`src/rtl/dac_src_ctrl.sv`:
```
`default_nettype none
// ============================================================================
// Module      : dac_src_ctrl
// Description : Arbitrates DAC ownership between the DMA path and the
//               accelerator. Switching to the accelerator waits a settle
//               period before granting. Releasing it drains the FIFO and then
//               guards the switch back to DMA.
//               Optional ACC_ACT watchdog: define DAC_SRC_CTRL_TIMEOUT_EN.
// Revision    : 1.0 - initial release
// ============================================================================
module dac_src_ctrl #(
  parameter int SETTLE_CYCLES  = 8,
  parameter int DRAIN_CYCLES   = 32,
  parameter int TIMEOUT_CYCLES = 65535
) (
  input  logic       acc_clk,
  input  logic       acc_rstn,
  input  logic       dma_req,
  input  logic       dma_done,
  input  logic       acc_req,
  input  logic       acc_done,
  input  logic       acc_valid_in,
  input  logic       fulln_from_fifo,
  output logic       dma_grant,
  output logic       acc_grant,
  output logic       src_sel,
  output logic       data_valid_to_fifo,
  output logic       busy,
  output logic [2:0] state_o,
  output logic       timeout_err,
  input  logic       err_clr
);

  localparam logic [2:0] c_st_idle      = 3'd0;
  localparam logic [2:0] c_st_dma_act   = 3'd1;
  localparam logic [2:0] c_st_sw_acc    = 3'd2;
  localparam logic [2:0] c_st_acc_act   = 3'd3;
  localparam logic [2:0] c_st_acc_drain = 3'd4;
  localparam logic [2:0] c_st_sw_dma    = 3'd5;

  localparam logic [7:0] c_settle_ld = 8'(SETTLE_CYCLES - 1);
  localparam logic [7:0] c_drain_ld  = 8'(DRAIN_CYCLES - 1);

  logic [2:0] r_state;
  logic [2:0] w_state_nxt;
  logic [7:0] r_cnt;
  logic [7:0] w_cnt_nxt;
  logic       w_timeout;

  logic       r_dma_grant;
  logic       r_acc_grant;
  logic       r_src_sel;
  logic       r_busy;
  logic       w_dma_grant_nxt;
  logic       w_acc_grant_nxt;
  logic       w_src_sel_nxt;
  logic       w_busy_nxt;

  // State, dwell counter and registered outputs; reset drops everything at once
  always_ff @(posedge acc_clk or negedge acc_rstn) begin
    if (!acc_rstn) begin
      r_state     <= c_st_idle;
      r_cnt       <= 8'd0;
      r_dma_grant <= 1'b0;
      r_acc_grant <= 1'b0;
      r_src_sel   <= 1'b0;
      r_busy      <= 1'b0;
    end else begin
      r_state     <= w_state_nxt;
      r_cnt       <= w_cnt_nxt;
      r_dma_grant <= w_dma_grant_nxt;
      r_acc_grant <= w_acc_grant_nxt;
      r_src_sel   <= w_src_sel_nxt;
      r_busy      <= w_busy_nxt;
    end
  end

  // Next state and counter: load on entry to a timed state, count down to 0
  always_comb begin
    w_state_nxt = r_state;
    case (r_state)
      c_st_idle: begin
        if (acc_req) begin
          w_state_nxt = c_st_sw_acc;
        end else if (dma_req) begin
          w_state_nxt = c_st_dma_act;
        end
      end
      c_st_dma_act: begin
        if (dma_done || !dma_req) begin
          w_state_nxt = c_st_idle;
        end
      end
      c_st_sw_acc: begin
        if (r_cnt == 8'd0) begin
          w_state_nxt = c_st_acc_act;
        end
      end
      c_st_acc_act: begin
        // Dropping acc_req is a done; the watchdog forces the same exit
        if (acc_done || !acc_req || w_timeout) begin
          w_state_nxt = c_st_acc_drain;
        end
      end
      c_st_acc_drain: begin
        if (r_cnt == 8'd0) begin
          w_state_nxt = c_st_sw_dma;
        end
      end
      c_st_sw_dma: begin
        if (r_cnt == 8'd0) begin
          w_state_nxt = c_st_idle;
        end
      end
      default: w_state_nxt = c_st_idle;
    endcase

    w_cnt_nxt = r_cnt;
    if (w_state_nxt != r_state) begin
      case (w_state_nxt)
        c_st_sw_acc:    w_cnt_nxt = c_settle_ld;
        c_st_sw_dma:    w_cnt_nxt = c_settle_ld;
        c_st_acc_drain: w_cnt_nxt = c_drain_ld;
        default:        w_cnt_nxt = 8'd0;
      endcase
    end else if (r_cnt != 8'd0) begin
      w_cnt_nxt = r_cnt - 8'd1;
    end
  end

  // Output decode from the upcoming state so outputs register with the state
  always_comb begin
    w_dma_grant_nxt = 1'b0;
    w_acc_grant_nxt = 1'b0;
    w_src_sel_nxt   = 1'b0;
    w_busy_nxt      = (w_state_nxt != c_st_idle);
    case (w_state_nxt)
      c_st_dma_act:   w_dma_grant_nxt = 1'b1;
      c_st_sw_acc:    w_src_sel_nxt   = 1'b1;
      c_st_acc_act: begin
        w_src_sel_nxt   = 1'b1;
        w_acc_grant_nxt = 1'b1;
      end
      c_st_acc_drain: w_src_sel_nxt   = 1'b1;
      default: begin
        w_dma_grant_nxt = 1'b0;
      end
    endcase
  end

  assign dma_grant          = r_dma_grant;
  assign acc_grant          = r_acc_grant;
  assign src_sel            = r_src_sel;
  assign busy               = r_busy;
  assign state_o            = r_state;
  // Only the write enable is combinational; acc_grant confines it to ACC_ACT
  assign data_valid_to_fifo = acc_valid_in & r_acc_grant & fulln_from_fifo;

`ifdef DAC_SRC_CTRL_TIMEOUT_EN
  localparam logic [15:0] c_to_last = 16'(TIMEOUT_CYCLES - 1);

  logic [15:0] r_wdog;
  logic        r_timeout_err;

  // r_wdog holds the number of completed cycles spent in ACC_ACT
  assign w_timeout = (r_state == c_st_acc_act) && (r_wdog == c_to_last);

  // Watchdog counts while ACC_ACT persists, clears on any other state
  always_ff @(posedge acc_clk or negedge acc_rstn) begin
    if (!acc_rstn) begin
      r_wdog <= 16'd0;
    end else if ((r_state == c_st_acc_act) && (w_state_nxt == c_st_acc_act)) begin
      r_wdog <= r_wdog + 16'd1;
    end else begin
      r_wdog <= 16'd0;
    end
  end

  // Sticky error flag; a new timeout outranks a simultaneous clear
  always_ff @(posedge acc_clk or negedge acc_rstn) begin
    if (!acc_rstn) begin
      r_timeout_err <= 1'b0;
    end else if (w_timeout) begin
      r_timeout_err <= 1'b1;
    end else if (err_clr) begin
      r_timeout_err <= 1'b0;
    end
  end

  assign timeout_err = r_timeout_err;
`else
  logic [16:0] w_unused_cfg;

  assign w_timeout    = 1'b0;
  assign timeout_err  = 1'b0;
  assign w_unused_cfg = {err_clr, 16'(TIMEOUT_CYCLES)};
`endif

endmodule
`default_nettype wire

```
`config.mk`:
```
export PLATFORM = sky130hd
export DESIGN_NAME = dac_src_ctrl
export DESIGN_NICKNAME = d
export VERILOG_FILES = /design/src/rtl/dac_src_ctrl.sv
export SDC_FILE = /design/constraint.sdc
export NUM_CORES = 1
export LEC_CHECK = 0
export BUFFER_PORTS_ARGS = -buffer_cell sky130_fd_sc_hd__buf_2
export CORE_MARGIN = 4
export CORE_UTILIZATION = 40
export CTS_BUF_LIST = sky130_fd_sc_hd__clkbuf_8
export DETAILED_ROUTE_END_ITERATION = 16
export HOLD_SLACK_MARGIN = 0.1
export SLEW_MARGIN = 10
export SYNTH_ARGS = -nofsm -noshare
export SYNTH_HDL_FRONTEND = slang
export SYNTH_SLANG_ARGS = --single-unit
```
`constraint.sdc`:
```
create_clock -name acc_clk -period 1.69 [get_ports acc_clk]
set_input_delay 0.338 -clock acc_clk [delete_from_list [all_inputs] [get_ports acc_clk]]
set_output_delay 0.338 -clock acc_clk [all_outputs]
set_load 0.02 [all_outputs]
```
==> results of run 1 <==
==> timing repair <==
action	in CTS	in global routing
pin swaps	4	3
gates resized for setup	4	8
hold buffers	1	0
endpoints found under the setup margin	6	10
endpoints found under the hold margin	15	0
buffers inserted	2	5
==> state kept, by name (all words and copies together), names as in the netlist <==
| signal | count |
|---|---|
| r_cnt | 8 |
| state_o | 3 |
| acc_grant | 1 |
| busy | 1 |
| dma_grant | 1 |
| src_sel | 1 |
==> per-layer routing <==
| layer | GRT usage (%) | vias up |
|---|---|---|
| met5 | 0 | - |
| met4 | 5.67 | 0 |
| met3 | 4.02 | 6 |
| met2 | 23.2 | 18 |
| met1 | 20.3 | 389 |
| li1 | - | 406 |
==> worst max-delay path: cells and delay by family (launching register included) <==
| family | cells | cell delay, ps |
|---|---|---|
| buffers and inverters | 3 | 300 |
| AND/OR/NAND/NOR | 2 | 730 |
| flip-flops | 1 | 400 |
| adder cells (fa/ha/maj) | 1 | 120 |
| AO/OA/AOI/OAI | 1 | 130 |
==> power breakdown <==
group | internal (W) | switching [W]
Sequential | 0.000510 | 0.000167
Clock | 0.000161 | 0.000125
Combinational | 0.000842 | 0.000818
Total | 0.00151 | 0.00111
==> kinds of logic after synthesis <==
family | share of synthesized area (%)
AO/OA/AOI/OAI | 19.4
XOR/XNOR | 3.96
adder cells (fa/ha/maj) | 1.41
buffers and inverters | 5.37
flip-flops | 42.4
multiplexers | 4.53
other | 0.424
AND/OR/NAND/NOR | 22.5
==> path summary, 6_finish.rpt <==
check,start,endpoint,slack [ps],cells after the start
worst max register to register,r_cnt[0],r_cnt[6],-70,7
max in group asynchronous,acc_rstn,r_cnt[1],910,2
worst max-delay path,r_cnt[0],r_cnt[6],-70,7
worst min-delay path,acc_req,state_o[1],420,3
worst min register to register,r_cnt[7],r_cnt[7],610,2
min in group asynchronous,acc_rstn,src_sel,520,2
==> layout by cell type (no fill, tap or decap), types with 4 or more instances in the layout <==
cell      n
buf_4    21
dfrtp_1  15
buf_2    15
nor2_1    7
nand2_1   6
a21oi_1   6
inv_1     4
nor3_2    4
mux2i_1   4
==> layout make-up <==
class / count / area [sq um]
Multi-Input combinational cell: 67 / 529
Sequential cell: 15 / 375
Timing Repair Buffer: 38 / 254
Inverter: 6 / 22.5
Fill cell: 170 / 762
Clock buffer: 3 / 41.3
Tap cell: 27 / 33.8
Clock inverter: 1 / 3.75
==> metrics by stage <==
| step | instance area (sq um) | setup WS [ps] | power (W) | TNS [ps] |
|---|---|---|---|---|
| floorplan | 901 | -14.9 | 0.00158 | -44.6 |
| global placement | 1090 | -39.6 | 0.00201 | -72.7 |
| detailed placement | 1090 | -62.9 | 0.00205 | -151 |
| CTS | 1190 | -87.5 | 0.00242 | -141 |
| global route | 1260 | -115 | 0.00282 | -512 |
| finish | 1260 | -65.9 | 0.00262 | -98.9 |
==> impl_results.md, run 1 <==
* Outcome: complete, but fails checks
* Violated checks: setup timing
* Clock Sinks at 15
* Tightest Hold Check Type: in2reg
* Post-synth top cells: dfrtp_1, a21oi_1, nor2_1
* Starting density of the core at a little over two fifths
* Pleak at 0.610 nW
* Final Util at between 60% and 70%
* Htree depth at 1
* Cells after synthesis at slightly above 90
* CTS buffer count at 3
* CTS root buf: clkbuf_8
* Worst-path maximum fanout at 4
* Antenna cells at 0
* Worst EP arrival at just under 2000 ps
* Met3 wire len at slightly below 90 um
* Cells after DPL at around 150
* Mapped Avg Cell Area at between 9 and 10 sq um
* Number of synthesized flops with an enable pin at 0
* Worst path cell trace: inv_2 > ha_4 > nor4b_4 > buf_4 > inv_2 > or4b_4 > a21oi_2
* Die height at approximately 55 um
* Metal2 WL at slightly below 1000 um
* VDD IR max at between 1 and 1.5 mV
* Layout cell share with drive strength beyond 1 at between 40% and 50%
* Vias/cell at about 5.2
* Synth top area share at between 40% and 50%
* Yosys cell types at 38
* Post-synth ARST share at 100%
* Row count at 16
* Initial DRC count at 11
* Vias in the first global route at 750
* Clk pin slew, worst setup/hold paths at around 60 ps
* Syn Nets at 102
* Worst setup margin at -65.9 ps
* Wl on met1 at ~1000 um
* Final Non-Filler Cells at 157
* #FFs+latches synth at 15
* Slowest library cell on the worst path: or4b_4
* Clk buf depth at 2
* Most numerous cell in the Yosys netlist: dfrtp_1
* Die Width at approximately 55 um
* Max cap viols at 0
* PD cells at around 2100 nW/um^2
* Area growth from synthesis to layout at 42.4%
* Leading area contributor after synthesis: dfrtp_1
* Max Fclk at approximately 570 MHz
* Drt wl/cell at between 10 and 15 um
* DRC at 0
* Antenna viol nets, final at 0
* Seq/Total Area, Yosys at between 40% and 50%
* GRT overflow at 0
* WHS at between 400 and 500 ps
* Fin. Hold Viols at 0
* Clock Skew at 2.39 ps
* Core Area at about 2000 sq um
* Most numerous cell on the critical path: inv_2
* Final Max Slew Viols at 0
* Largest cells by area after synthesis: dfrtp_1, mux2i_1, a21oi_1
* Die area at a little over 3000 sq um
* Total global-route track usage at around 15%
* I/O pin count at 18
* Fin crit share at 104%
* Worst Path Required at 1860 ps
* CP peak stage delay at roughly 470 ps
* DR vias at between 800 and 900
* Final setup fails at 4
* GP Congestion at ~0.87
* Port buffer count at 15
* Worst-Skew Late Latency at 240 ps
* TritonCTS clock tree: yes
* Post-layout min period at 1760 ps
* Setup Crit Path Kind: reg2reg
* Initial antenna violation count at 0
* HPWL after DPL at between 1000 and 1500 um
* Max layer used: met4
* Global-route wire length before repair at between 3000 and 4000 um
* Unrepaired setup endpoints after global routing: true
* Routed WL at around 2100 um
* Synthesis warning total at 0
* Synthesized cell area at 885 sq um
* Largest net degree at the start of global routing at 16
* Worst setup SP type: flop
* CP Capture Type: flop
* Final nets at roughly 140
* Synth Flop Type: dfrtp_1
* Drt pass-1 iters at 4
Power figures use the tool's default switching activity.
==> run 2: changes to the inputs <==
--- a/config.mk
+++ b/config.mk
@@ -5,12 +5,13 @@
 export SDC_FILE = /design/constraint.sdc
 export NUM_CORES = 1
 export LEC_CHECK = 0
-export BUFFER_PORTS_ARGS = -buffer_cell sky130_fd_sc_hd__buf_2
 export CORE_MARGIN = 4
 export CORE_UTILIZATION = 40
 export CTS_BUF_LIST = sky130_fd_sc_hd__clkbuf_8
 export DETAILED_ROUTE_END_ITERATION = 16
+export DONT_BUFFER_PORTS = 1
 export HOLD_SLACK_MARGIN = 0.1
+export PLACE_DENSITY = 0.54
 export SLEW_MARGIN = 10
 export SYNTH_ARGS = -nofsm -noshare
 export SYNTH_HDL_FRONTEND = slang
==> run 2 against run 1 <==
The flow still finishes with violations (setup timing). Hold slack got worse by 160 ps. Sequential power rose by 2%. Clock power barely moved. Sequential share of layout area grew 3.3 points. Final cell count decreased by 11%. Critical path type unchanged.
==> impl_results.md, run 2 (synthesis results as in run 1) <==
* Worst EP arrival at 1900 ps
* Worst-Skew Late Latency at roughly 250 ps
* Die area at a little over 3000 sq um
* Final setup fails at 1
* Routed WL at ~1800 um
* Antenna viol nets, final at 0
* Drt pass-1 iters at 4
* PD cells at about 2100 nW/um^2
* Total global-route track usage at 15.1%
* Violated checks: setup timing
* Outcome: complete, but fails checks
* Layout cell share with drive strength beyond 1 at 33.9%
* Worst setup margin at -29.8 ps
* Worst setup SP type: flop
* VDD IR max at between 1 and 1.5 mV
* Drt wl/cell at about 13 um
* Global-route wire length before repair at 3230 um
* Worst Min Path Start: acc_req
* Setup TNS at -29.8 ps
* TritonCTS clock tree: yes
* DRC at 0
* Worst Path Required at roughly 1900 ps
* Switch Pwr at between 0.0009 and 0.001 W
* WHS at 263 ps
* Worst-margin pin slew at between 600 and 700 ps
* I/O pin count at 18
* Final nets at about 120
* Fin. Hold Viols at 0
* Port buffer count at 0
* CTS buffer count at 3
* GP Congestion at between 0.7 and 0.8
* Final Max Slew Viols at 0
* Max Fclk at between 500 and 600 MHz
* Vias/cell at 5.29
* Setup Crit Path Kind: reg2reg
* Htree depth at 1
* Worst-path maximum fanout at 3
* Clk buf depth at 2
* Pre-CTS setup slack at -50.4 ps
* Switching part of the total power at 41.9%
* Unrepaired setup endpoints after global routing: true
* Clock network power share at between 10% and 20%
* CP Launch Point: r_cnt[0]
* Slew headroom at 54.6%
* Final Non-Filler Cells at between 100 and 150
* Initial antenna violation count at 0
* Most flops, register: r_cnt
* Vias in the first global route at between 700 and 800
* Max cap viols at 0
* DR vias at between 700 and 800
* Fin crit share at 102%
* Starting density of the core at a little over two fifths
* Clk pin slew, worst setup/hold paths at approximately 60 ps
* Comb pwr share at 58.8%
* Area growth from synthesis to layout at 28.1%
* HPWL after DPL at 1410 um
* Clock Sinks at 15
* Commonest non-fill, non-tap cell in the layout: buf_4
* Worst R2R Start: r_cnt[0]
* CP Capture Type: flop
* Cells after DPL at 131
* Max reg flops at 8
* Tightest Hold Check Type: in2reg
* Share of power burned in registers at between 20% and 30%
* Post-layout min period at about 1700 ps
* Internal Power at 0.00138 W
* Most frequent cells in the layout: buf_4, dfrtp_1, a21oi_1, nor2_1, nand2_1
* Largest net degree at the start of global routing at 16
* Die Width at around 55 um
* Die height at about 55 um
* Core Area at between 2000 and 2500 sq um
* Row count at 16
* Antenna cells at 0
* Total Power at 0.00238 W
* Initial DRC count at 15
* Pleak at 0.524 nW
* GRT overflow at 0
* CTS root buf: clkbuf_8
* Clock Skew at between 3 and 4 ps
==> run 2: per-stage QoR <==
stage               cell area, sq um  utilization, %
floorplan                        901               -
finish                          1130            56.1
detailed placement              1030            50.7
global route                    1130            56.1
global placement                1030            50.7
CTS                             1130            55.8
==> run 2: repair_timing <==
action / CTS / global route
pin swaps: 4 / 2
setup endpoints to repair: 7 / 9
hold buffers: 1 / 0
resized for setup: 4 / 1
endpoints found under the hold margin: 15 / 0
buffers inserted: 3 / 0
==> run 2: layer usage <==
layer	global-route usage, %	part of all wire (%)	wire length, um
met4	3.64	0.38	7
met3	5.63	5.7	104
met1	18.9	45	823
met5	0	0	0
met2	24.6	49	883
==> run 2: path summary, 6_finish.rpt <==
| check | end | slack, ps | cells after the start |
|---|---|---|---|
| worst max-delay path | r_cnt[6] | -30 | 7 |
| worst min-delay path | state_o[1] | 260 | 2 |
| worst max register to register | r_cnt[6] | -30 | 7 |
| worst min register to register | r_cnt[7] | 590 | 2 |
| max in group asynchronous | state_o[2] | 690 | 1 |
| min in group asynchronous | dma_grant | 570 | 1 |
==> run 2: final cells by class <==
type | count | area (sq um)
clock buffers | 3 | 41.3
clock inverters | 1 | 5.00
fillers | 173 | 888
inverters | 6 | 22.5
multi-input cells | 67 | 503
flip-flops and latches | 15 | 375
well taps | 27 | 33.8
repair buffers | 20 | 153
==> run 2: power by group through the flow <==
| stage | Combinational, W | Sequential (W) | Clock (W) |
|---|---|---|---|
| finish | 0.00140 | 0.000693 | 0.000288 |
| global route | 0.00155 | 0.000718 | 0.000322 |
| CTS | 0.00140 | 0.000691 | 0.000295 |
| detailed placement | 0.00130 | 0.000692 | 0 |
| global placement | 0.00129 | 0.000690 | 0 |
| floorplan | 0.000870 | 0.000710 | 0 |
==> run 2: critical path, stage by stage, from the launching register on <==
cell	delay [ps]
dfrtp_1	390
inv_2	80
ha_4	120
nor4b_4	250
buf_4	170
inv_2	30
or4b_4	470
a21oi_2	130
